<file path="src/rtl/calc_n_top_if.sv">
// ---------------------------------------------------------------------------
// calc_n_top_if
//   Request/response bundle for the N-port tagged calculator.
//   All vectors are flat, port p occupying slice [p*W +: W].
//
//   req_cmd_in   NUM_PORTS*4       command per port (0 = no-op)
//   req_data_in  NUM_PORTS*DATA_W  op1 in the cmd cycle, op2 in the next cycle
//   req_tag_in   NUM_PORTS*TAG_W   request tag, sampled in the cmd cycle
//   out_resp     NUM_PORTS*2       00 none, 01 ok, 10 error, 11 dropped
//   out_data     NUM_PORTS*DATA_W  result, zero unless resp == 01
//   out_tag      NUM_PORTS*TAG_W   tag of the responding request
//   port_full    NUM_PORTS         port queue full
//
//   master: request issuer, slave: calculator.
// ---------------------------------------------------------------------------
interface calc_n_top_if #(
   parameter int NUM_PORTS = 4,
   parameter int DATA_W    = 32,
   parameter int TAG_W     = 2
);
   logic [NUM_PORTS*4-1:0]      req_cmd_in;
   logic [NUM_PORTS*DATA_W-1:0] req_data_in;
   logic [NUM_PORTS*TAG_W-1:0]  req_tag_in;
   logic [NUM_PORTS*2-1:0]      out_resp;
   logic [NUM_PORTS*DATA_W-1:0] out_data;
   logic [NUM_PORTS*TAG_W-1:0]  out_tag;
   logic [NUM_PORTS-1:0]        port_full;

   modport master (
      output req_cmd_in, req_data_in, req_tag_in,
      input  out_resp, out_data, out_tag, port_full
   );

   modport slave (
      input  req_cmd_in, req_data_in, req_tag_in,
      output out_resp, out_data, out_tag, port_full
   );
endinterface

</file>
<file path="src/rtl/calc_n_top.sv">
// ---------------------------------------------------------------------------
// calc_n_top
//   N-port tagged calculator. Each port issues two-cycle requests (cmd+op1,
//   then op2) that are queued in a per-port FIFO. A round-robin arbiter picks
//   one FIFO head per cycle for a shared single-cycle ALU; the result is
//   registered onto the originating port together with its tag. A request
//   that finds its queue full is answered with a one-cycle drop response.
//
//   Ports:
//     c_clk   clock, rising edge
//     reset   synchronous, active-high
//     bus     calc_n_top_if.slave (request inputs, response outputs,
//             combinational per-port queue-full flags)
// ---------------------------------------------------------------------------
module calc_n_top #(
   parameter int NUM_PORTS  = 4,
   parameter int DATA_W     = 32,
   parameter int TAG_W      = 2,
   parameter int FIFO_DEPTH = 4
) (
   input  logic        c_clk,
   input  logic        reset,
   calc_n_top_if.slave bus
);
   localparam int PP_W  = (NUM_PORTS > 1) ? $clog2(NUM_PORTS) : 1;
   localparam int PTR_W = $clog2(FIFO_DEPTH);
   localparam int CNT_W = PTR_W + 1;
   localparam int SH_W  = (DATA_W > 1) ? $clog2(DATA_W) : 1;

   localparam logic [3:0] CMD_ADD = 4'd1;
   localparam logic [3:0] CMD_SUB = 4'd2;
   localparam logic [3:0] CMD_SHL = 4'd5;
   localparam logic [3:0] CMD_SHR = 4'd6;

   localparam logic [1:0] RESP_NONE = 2'b00;
   localparam logic [1:0] RESP_OK   = 2'b01;
   localparam logic [1:0] RESP_ERR  = 2'b10;
   localparam logic [1:0] RESP_DROP = 2'b11;

   localparam logic [CNT_W-1:0] CNT_FULL = CNT_W'(FIFO_DEPTH);

   typedef enum logic {IDLE, GET_OP2} cap_state_t;

   // capture stage
   cap_state_t           cap_state  [NUM_PORTS];
   logic [3:0]           cap_cmd_p0 [NUM_PORTS];
   logic [DATA_W-1:0]    cap_op1_p0 [NUM_PORTS];
   logic [TAG_W-1:0]     cap_tag_p0 [NUM_PORTS];
   logic [NUM_PORTS-1:0] drop_pend;
   logic [TAG_W-1:0]     drop_tag   [NUM_PORTS];

   // queue stage
   logic [3:0]           fifo_cmd [NUM_PORTS][FIFO_DEPTH];
   logic [DATA_W-1:0]    fifo_op1 [NUM_PORTS][FIFO_DEPTH];
   logic [DATA_W-1:0]    fifo_op2 [NUM_PORTS][FIFO_DEPTH];
   logic [TAG_W-1:0]     fifo_tag [NUM_PORTS][FIFO_DEPTH];
   logic [PTR_W-1:0]     wr_ptr   [NUM_PORTS];
   logic [PTR_W-1:0]     rd_ptr   [NUM_PORTS];
   logic [CNT_W-1:0]     count    [NUM_PORTS];

   logic [NUM_PORTS-1:0] full;
   logic [NUM_PORTS-1:0] enq;
   logic [NUM_PORTS-1:0] deq;
   logic [NUM_PORTS-1:0] cmd_seen;

   logic [PP_W-1:0]      rr_ptr;
   logic [PP_W-1:0]      cand;
   logic                 gnt_vld;
   logic [PP_W-1:0]      gnt_port;

   logic [3:0]           head_cmd;
   logic [DATA_W-1:0]    head_op1;
   logic [DATA_W-1:0]    head_op2;
   logic [TAG_W-1:0]     head_tag;
   logic [DATA_W+1:0]    alu_res;

   // output stage
   logic [NUM_PORTS*2-1:0]      resp_p2;
   logic [NUM_PORTS*DATA_W-1:0] data_p2;
   logic [NUM_PORTS*TAG_W-1:0]  tag_p2;

   function automatic logic [PP_W-1:0] rr_step(input logic [PP_W-1:0] base, input int step);
      int s;
      s = int'(base) + step;
      if (s >= NUM_PORTS) s = s - NUM_PORTS;
      return PP_W'(s);
   endfunction

   // Returns {resp, data}; data is forced to zero on any error.
   function automatic logic [DATA_W+1:0] alu_eval(input logic [3:0]        cmd,
                                                  input logic [DATA_W-1:0] a,
                                                  input logic [DATA_W-1:0] b);
      logic [DATA_W:0]  sum;
      logic [SH_W-1:0]  sh;
      logic [DATA_W+1:0] res;
      sum = {1'b0, a} + {1'b0, b};
      sh  = b[SH_W-1:0];
      res = {RESP_ERR, {DATA_W{1'b0}}};
      case (cmd)
         CMD_ADD: if (!sum[DATA_W]) res = {RESP_OK, sum[DATA_W-1:0]};
         CMD_SUB: if (b <= a)       res = {RESP_OK, a - b};
         CMD_SHL: res = {RESP_OK, a << sh};
         CMD_SHR: res = {RESP_OK, a >> sh};
         default: res = {RESP_ERR, {DATA_W{1'b0}}};
      endcase
      return res;
   endfunction

   // Full is judged before this cycle's dequeue, so a request completing
   // capture on a full queue is dropped even if the head leaves this cycle.
   always_comb begin
      full     = '0;
      enq      = '0;
      deq      = '0;
      cmd_seen = '0;
      for (int p = 0; p < NUM_PORTS; p++) begin
         full[p]     = (count[p] == CNT_FULL);
         cmd_seen[p] = (cap_state[p] == IDLE) && (bus.req_cmd_in[4*p +: 4] != 4'd0);
         enq[p]      = (cap_state[p] == GET_OP2) && !full[p];
         deq[p]      = gnt_vld && (gnt_port == PP_W'(p));
      end
   end

   // A port with a pending drop response is skipped so its output slot is free.
   always_comb begin
      gnt_vld  = 1'b0;
      gnt_port = '0;
      cand     = '0;
      for (int i = 0; i < NUM_PORTS; i++) begin
         cand = rr_step(rr_ptr, i);
         if (!gnt_vld && (count[cand] != '0) && !drop_pend[cand]) begin
            gnt_vld  = 1'b1;
            gnt_port = cand;
         end
      end
   end

   always_comb begin
      head_cmd = fifo_cmd[gnt_port][rd_ptr[gnt_port]];
      head_op1 = fifo_op1[gnt_port][rd_ptr[gnt_port]];
      head_op2 = fifo_op2[gnt_port][rd_ptr[gnt_port]];
      head_tag = fifo_tag[gnt_port][rd_ptr[gnt_port]];
      alu_res  = alu_eval(head_cmd, head_op1, head_op2);
   end

   // control: capture FSMs, queue pointers, arbiter pointer, response registers
   always_ff @(posedge c_clk) begin
      if (reset) begin
         for (int p = 0; p < NUM_PORTS; p++) begin
            cap_state[p] <= IDLE;
            wr_ptr[p]    <= '0;
            rd_ptr[p]    <= '0;
            count[p]     <= '0;
         end
         drop_pend <= '0;
         rr_ptr    <= '0;
         resp_p2   <= '0;
         data_p2   <= '0;
         tag_p2    <= '0;
      end else begin
         for (int p = 0; p < NUM_PORTS; p++) begin
            resp_p2[2*p +: 2]           <= RESP_NONE;
            data_p2[DATA_W*p +: DATA_W] <= '0;
            tag_p2[TAG_W*p +: TAG_W]    <= '0;

            if (drop_pend[p]) begin
               resp_p2[2*p +: 2]        <= RESP_DROP;
               tag_p2[TAG_W*p +: TAG_W] <= drop_tag[p];
               drop_pend[p]             <= 1'b0;
            end

            if (deq[p]) begin
               resp_p2[2*p +: 2]           <= alu_res[DATA_W +: 2];
               data_p2[DATA_W*p +: DATA_W] <= alu_res[DATA_W-1:0];
               tag_p2[TAG_W*p +: TAG_W]    <= head_tag;
               rd_ptr[p]                   <= rd_ptr[p] + 1'b1;
            end

            case (cap_state[p])
               IDLE: begin
                  if (cmd_seen[p]) cap_state[p] <= GET_OP2;
               end
               GET_OP2: begin
                  cap_state[p] <= IDLE;
                  if (full[p]) drop_pend[p] <= 1'b1;
                  else         wr_ptr[p]    <= wr_ptr[p] + 1'b1;
               end
               default: cap_state[p] <= IDLE;
            endcase

            count[p] <= count[p] + CNT_W'(enq[p]) - CNT_W'(deq[p]);
         end
         if (gnt_vld) rr_ptr <= rr_step(gnt_port, 1);
      end
   end

   // data: operand capture and queue storage, qualified by control only
   always_ff @(posedge c_clk) begin
      for (int p = 0; p < NUM_PORTS; p++) begin
         if (cmd_seen[p]) begin
            cap_cmd_p0[p] <= bus.req_cmd_in[4*p +: 4];
            cap_op1_p0[p] <= bus.req_data_in[DATA_W*p +: DATA_W];
            cap_tag_p0[p] <= bus.req_tag_in[TAG_W*p +: TAG_W];
         end
         if (enq[p]) begin
            fifo_cmd[p][wr_ptr[p]] <= cap_cmd_p0[p];
            fifo_op1[p][wr_ptr[p]] <= cap_op1_p0[p];
            fifo_op2[p][wr_ptr[p]] <= bus.req_data_in[DATA_W*p +: DATA_W];
            fifo_tag[p][wr_ptr[p]] <= cap_tag_p0[p];
         end
         if ((cap_state[p] == GET_OP2) && full[p]) drop_tag[p] <= cap_tag_p0[p];
      end
   end

   assign bus.out_resp  = resp_p2;
   assign bus.out_data  = data_p2;
   assign bus.out_tag   = tag_p2;
   assign bus.port_full = full;

endmodule

</file>
<file path="src/flat_wrapper.sv">
// flat-port wrapper written by rule: the top's interface ports become plain ports
module calc_n_top_flat 
#(
   parameter int NUM_PORTS  = 4,
   parameter int DATA_W     = 32,
   parameter int TAG_W      = 2,
   parameter int FIFO_DEPTH = 4
)
  (c_clk, reset, bus_req_cmd_in, bus_req_data_in, bus_req_tag_in, bus_out_resp, bus_out_data, bus_out_tag, bus_port_full);
  calc_n_top_if #(.NUM_PORTS(NUM_PORTS), .DATA_W(DATA_W), .TAG_W(TAG_W)) bus_i ();
  input  logic c_clk;
  input  logic reset;
  input wire logic [$bits(bus_i.req_cmd_in)-1:0] bus_req_cmd_in;
  input wire logic [$bits(bus_i.req_data_in)-1:0] bus_req_data_in;
  input wire logic [$bits(bus_i.req_tag_in)-1:0] bus_req_tag_in;
  output wire logic [$bits(bus_i.out_resp)-1:0] bus_out_resp;
  output wire logic [$bits(bus_i.out_data)-1:0] bus_out_data;
  output wire logic [$bits(bus_i.out_tag)-1:0] bus_out_tag;
  output wire logic [$bits(bus_i.port_full)-1:0] bus_port_full;
  assign bus_i.req_cmd_in = bus_req_cmd_in;
  assign bus_i.req_data_in = bus_req_data_in;
  assign bus_i.req_tag_in = bus_req_tag_in;
  assign bus_out_resp = bus_i.out_resp;
  assign bus_out_data = bus_i.out_data;
  assign bus_out_tag = bus_i.out_tag;
  assign bus_port_full = bus_i.port_full;
  calc_n_top #(.NUM_PORTS(NUM_PORTS), .DATA_W(DATA_W), .TAG_W(TAG_W), .FIFO_DEPTH(FIFO_DEPTH)) u_core (.c_clk(c_clk), .reset(reset), .bus(bus_i));
endmodule
</file>
<file path="config.mk">
export PLATFORM = sky130hd
export DESIGN_NAME = calc_n_top_flat
export DESIGN_NICKNAME = d
export VERILOG_FILES = /design/src/rtl/calc_n_top_if.sv /design/src/rtl/calc_n_top.sv /design/src/flat_wrapper.sv
export SDC_FILE = /design/constraint.sdc
export NUM_CORES = 2
export LEC_CHECK = 0
export ABC_AREA = 1
export BUFFER_PORTS_ARGS = -buffer_cell sky130_fd_sc_hd__buf_2
export CORE_MARGIN = 10
export CORE_UTILIZATION = 40
export DETAILED_ROUTE_END_ITERATION = 8
export PLACE_DENSITY = 0.63
export SLEW_MARGIN = 5
export SYNTH_ARGS = -nofsm -noshare
export SYNTH_HDL_FRONTEND = slang
export SYNTH_SLANG_ARGS = --single-unit
</file>
<file path="constraint.sdc">
create_clock -name c_clk -period 6 [get_ports c_clk]
set_input_delay 0.3 -clock c_clk [delete_from_list [all_inputs] [get_ports c_clk]]
set_output_delay 0.3 -clock c_clk [all_outputs]
set_load 0.005 [all_outputs]
</file>
* Yosys cells after proc, flatten, opt, wreduce, memory -nomap -nowiden *
Memory sizes are Yosys's and may differ from the RTL's.
Cells that the tools add are included.

storage, ports and cells
  flip-flop bits (word level) = 150
  latch bits = 0
  RAM bits = 1312
  memory bits (read-only) = 0
  input port bits = 154
  logic and storage cells = 357
  memories = 12

memories
  memory             words  width  read ports  clocked after memory_dff  write ports  line              text
  u_core.fifo_op1    4      128    1           0                         4            calc_n_top.sv:54  logic [DATA_W-1:0] fifo_op1 [NUM_PORTS][FIFO_DEPTH];
  u_core.fifo_op2    4      128    1           0                         4            calc_n_top.sv:55  logic [DATA_W-1:0] fifo_op2 [NUM_PORTS][FIFO_DEPTH];
  u_core.cap_op1_p0  4      32     4           0                         4            calc_n_top.sv:47  logic [DATA_W-1:0] cap_op1_p0 [NUM_PORTS];
  u_core.fifo_cmd    4      16     1           0                         4            calc_n_top.sv:53  logic [3:0] fifo_cmd [NUM_PORTS][FIFO_DEPTH];
  u_core.fifo_tag    4      8      1           0                         4            calc_n_top.sv:56  logic [TAG_W-1:0] fifo_tag [NUM_PORTS][FIFO_DEPTH];
  u_core.cap_cmd_p0  4      4      4           0                         4            calc_n_top.sv:46  logic [3:0] cap_cmd_p0 [NUM_PORTS];
  6 more memories    --     --     --          --                        --           --

cells by class
  add/subtract/negate cells = 27
  multipliers = 0
  div/mod/pow operators = 0
  magnitude comparators = 19
  eq/ne operators = 11
  shift-type cells = 2
  multiplexer cells = 187
  bitwise operators = 33
  reductions and logical operators = 55

operators by type and width
  operator                                      count
  two-way mux 128 bit                           4
  demux 32 bit (select 2 bit)                   4
  two-way mux 32 bit                            8
  case mux 34 bit (4 select lines)              1
  binary-select mux 32 bit (select 2 bit)       2
  two-way mux 1 bit                             95
  two-way mux 2 bit                             39
  two-way mux 34 bit                            2
  two-way mux 16 bit                            4
  adder 32 x 32 -> 33 bit                       1
  demux 4 bit (select 2 bit)                    4
  <= comparator 32 bit                          1
  two-way mux 8 bit                             4
  left shift 32 x 5 -> 32 bit                   1
  >> shifter 32 x 5 -> 32 bit                   1
  subtractor 32 bit                             1
  >= comparator 3 bit (second input constant)   9
  logical AND 1 bit                             27
  two-way mux 4 bit                             6
  bitwise OR 1 bit                              20
  adder 2 x 1 -> 2 bit (second input constant)  8
  demux 2 bit (select 2 bit)                    4
  nonzero test 4 bit                            4
  OR reduction 2 bit                            8
  23 further kinds                              76

* Logic depth before layout (Yosys ltp) *
An unclocked memory read counts as a cell.

  depth in word-level cells = 28
  gate-level depth with buffers = 49
  gate-level depth less buffers = 42

* Worst setup path after synthesis *
Ideal clock, no wire load.

  path kind = register to register
  from = register u_core.rr_ptr[0]
  to = register u_core.data_p2[120] (netlist: u_core.bus.out_data[120])
  setup time = 0.109 ns
  arrival = 5.128 ns
  required time = 5.891 ns
  setup slack = 0.763 ns
  cell stages (with the launch flop) = 42
  path buffers = 7
  period minus slack after synthesis = 5.237 ns
  path through = dfxtp_1 -> buf_6 -> nand2_1 -> o21ai_2 -> o21ai_0 -> o21bai_2 -> nand4_2 -> buf_4 -> nand3b_1 -> nand3_1 -> nand2_1 -> buf_6 -> buf_6 -> nand2_1 -> nand2_1 -> nand2_1 -> nand2_1 -> inv_2 -> [... 6 more ...] -> o21ai_0 -> nand3_1 -> nand2_1 -> nand3_1 -> nand2_1 -> a21boi_0 -> o21ai_0 -> a21boi_0 -> inv_1 -> nand3_1 -> nand2_1 -> a21oi_1 -> xor2_1 -> o21ai_0 -> nor2_1 -> nand3_1 -> nand2_1 -> inv_1

between the ends
  cells in the longest elaborated chain, start to end = 27
  elaborated cells on any way between the ends = 80

RTL lines
  what                                                           line               text
  from (decl)                                                    calc_n_top.sv:66   logic [PP_W-1:0] rr_ptr;
  from (signal assigned)                                         calc_n_top.sv:193  if (gnt_vld) rr_ptr <= rr_step(gnt_port, 1);
  branches (longest 27 deep; another with adder 2 x 1 -> 3 bit)  --
  to (signal, indexed assignment)                                calc_n_top.sv:174  data_p2[DATA_W*p +: DATA_W] <= alu_res[DATA_W-1:0];
  to (decl)                                                      calc_n_top.sv:79   logic [NUM_PORTS*DATA_W-1:0] data_p2;

Several ways; the timed one is not identified. The select of a mux whose other input is x is not followed.
A chain may end at the register's enable or synchronous reset.

==> impl_metrics.yaml <==
status:
  status: "completed"
clocking:
  insertion_delay_ns: 0.82
  cts_max_path_buffers: 3
  htree_levels: 4
  cts.sinks: 1464
  cts_root_buf: "clkbuf_16"
  numCtsBuffers: 151
  tritoncts: "yes"
  path_clk_slew_ns: 0.06
timing:
  worstMarginPinSlew_ns: 1.21
  fin_ws_ns: 0.215
  finalSetupTns_ns: 0
  fin_crit_ns: 5.79
  slew_viol_final: 0
  rsz0062_at_grt: "yes"
  clock_skew_ns: 0.0517
  setup_viol: 0
  final_hold_viol_count: 0
  slew_headroom_pct: 19.1
  max_freq_mhz: 173
  fin_crit_sh_pct: 96.4
synthesis:
  syn_area_per_cell_um2: 10.5
  synth_cell_types: 54
  synth_ff_type: "edfxtp_1"
  synth_warnings: 0
  yosysTopAreaCell: "edfxtp_1"
  synth_area_leaders: "edfxtp_1 (59%), nand2_1 (9.2%), nand3_1 (6.8%)"
  async_flop_share_pct: 0
  netlist_instances: 6234
  yosysSeqAreaShare_pct: 64.5
  ys_ff_latch: 1464
  synth-edff-count: 1297
  netlist.area_leader.share_pct: 59.4
  syn_nets: 6487
  syn-cell-area_um2: 65500
detailed_routing:
  antenna_left: 0
  drc_errors: 0
  vias_per_cell: 5.44
  wl_per_cell_um: 24.5
  drt_iter0_markers: 6122
  wl_um: 227000
  dr.pass1.iters: 7
  vias: 50569
critical_path:
  cp_slowest_cell: "ha_2"
  path_common_cell: "nand3_1"
  setup.worst_path.end_class: "flop"
  r2r_setup_slack_ns: 0.21
  r2r_cells: 34
  crit_required_ns: 6.67
  r2r-end: "u_core.bus.out_data[23]"
  cp_num_cells: 34
  critPathKind: "flop to flop"
  worstPathMaxFanout: 18
  crit_path_start_kind: "flop"
  max_stage_delay_ns: 0.39
  cp_num_buf_inv: 10
  critPathTopFamily: "simple AND/OR/NAND/NOR gates"
  crit_arrival_ns: 6.46
  rr_startpoint: "u_core.count[2][0]"
placed_design:
  hpwl_um: 139000
  gp_congestion: 0.976
  dp_cells: 8820
  place_ws_ns: -0.348
  portBuffers: 301
finish:
  seq_area_um2: 42300
  insertedDiodeCount: 0
  final-instance-count-excl-fill: 9297
  area_growth_pct: 23.0
  multi_input_area_um2: 19800
  fin_nets: 7252
  post_route_cells_drive_above_1_share_pct: 17.6
  fill_cells: 14472
floorplanning:
  fp-row-count: 148
  initial_utilization_pct: 40.3
  core_area_um2: 163000
  die_w_um: 425
  top_level_ports: 302
  dieArea_um2: 180000
  die_h_um: 425
hold_path:
  whs_path_depth: 2
  hold_end: "u_core.cap_tag_p0[3][1]"
  min_from: "bus_req_tag_in[7]"
  hold_class: "primary input to flop"
global_route:
  grt_pass1_wl_um: 319000
  grt_max_degree: 172
  grt_overflow: 0
  track_usage_pct: 23.6
  antenna_found_initial: 8
  grt_pass1_vias: 47637
run:
  cap_violations: 0
[state kept, by name, summed over array words and instances (netlist names), named ones only]
name / count
u_core.bus.out_data: 128
u_core.bus.out_resp: 8
u_core.bus.out_tag: 8
u_core.cap_cmd_p0: 16
u_core.cap_op1_p0: 128
u_core.cap_state: 4
u_core.cap_tag_p0: 8
u_core.count: 12
u_core.drop_pend: 4
u_core.drop_tag: 8
u_core.fifo_cmd: 64
u_core.fifo_op1: 512
u_core.fifo_op2: 512
u_core.fifo_tag: 32
u_core.rd_ptr: 8
u_core.rr_ptr: 2
u_core.wr_ptr: 8
[worst max-delay path by stage]
| stage | slack [ns] | endpoint | startpoint |
|---|---|---|---|
| finish | 0.21 | u_core.bus.out_data[23] | u_core.count[2][0] |
| detailed placement | -0.35 | u_core.bus.out_data[29] | u_core.count[1][0] |
| global route | -0.06 | u_core.bus.out_data[112] | u_core.count[2][0] |
| CTS | 0.005 | u_core.bus.out_data[16] | u_core.count[2][0] |
| floorplan | 0.76 | u_core.bus.out_data[120] | u_core.rr_ptr[0] |
| global placement | -0.34 | u_core.bus.out_data[93] | u_core.count[1][0] |
[cells in the final DEF (no fill, tap or decap), drive strengths merged, types with 8 or more instances in the layout]
| cell | count |
|---|---|
| o21a | 8 |
| xor2 | 37 |
| o211ai | 72 |
| nand2 | 1633 |
| inv | 592 |
| dlygate4sd3 | 153 |
| ha | 93 |
| nand3 | 898 |
| clkinv | 58 |
| nand3b | 204 |
| o22ai | 31 |
| or2 | 23 |
| bufinv | 13 |
| nor3 | 18 |
| nand4 | 17 |
| nor2 | 347 |
| nor4 | 11 |
| a21oi | 157 |
| edfxtp | 1297 |
| clkbuf | 215 |
| dfxtp | 167 |
| o21ai | 178 |
| a32o | 54 |
| buf | 790 |
[synthesized netlist by cell type, drive strengths merged (31+ instances only)]
library cell	count
a21oi	157
a32o	54
buf	237
clkbuf	121
dfxtp	167
edfxtp	1297
ha	93
inv	583
nand2	1631
nand3	898
nand3b	204
nor2	347
o211ai	72
o21ai	178
o22ai	31
xor2	37
[metrics by stage]
stage	area, µm²	hold WS [ns]	util (%)
after floorplan	65500	0.399	-
after global placement	72100	0.473	44.3
after detailed placement	72100	0.479	44.3
after CTS	79200	0.160	48.7
after global routing	80600	0.201	49.5
final	80600	0.204	49.5
[worst reg2reg max path: cells and delay by family, from the launching register on]
kind                       cells  cell delay [ns]
buffers and inverters         10             1.58
DFF                            1             0.31
and+or+nand+nor               18             2.46
adders and majority gates      1             0.39
AOI/OAI and AO/OA              5             0.91
[timing repair]
item	in CTS	in global routing
setup buffers	0	17
hold buffers	153	0
hold endpoints to repair	677	0
gates resized for setup	56	195
gates cloned	9	22
pin swaps	1	25
endpoints found under the setup margin	134	136
[logic make-up (layout without fill, tap and decap cells)]
family                   Yosys count  count (layout)  share of synthesized area, %
AND/OR/NAND/NOR                 3155            3157                          21.6
flip-flops                      1464            1464                          64.5
buffers and inverters            942            1828                          6.31
AO/OA/AOI/OAI                    534             534                          5.06
adder cells (fa/ha/maj)           99              99                          1.96
XOR/XNOR                          40              40                         0.535
[per-layer routing]
metal / up-vias / GRT usage, % / share of wire, %
li1: 22855 / - / -
met1: 24459 / 32.7 / 41
met2: 2845 / 37.6 / 45
met3: 402 / 4.81 / 11
met4: 8 / 6.54 / 3.0
met5: - / 0 / 0.022
[final cells by class]
class | instances | share of cell area (%)
Inverter | 584 | 2.74
Tap cell | 2175 | 3.38
Multi-Input combinational cell | 3830 | 24.6
Clock inverter | 81 | 1.15
Clock buffer | 195 | 5.08
Timing Repair Buffer | 968 | 10.6
Sequential cell | 1464 | 52.5
Power is left out: the tool's default activity adds up to more than one toggle a clock period on the data nets, which glitch-free logic cannot reach.
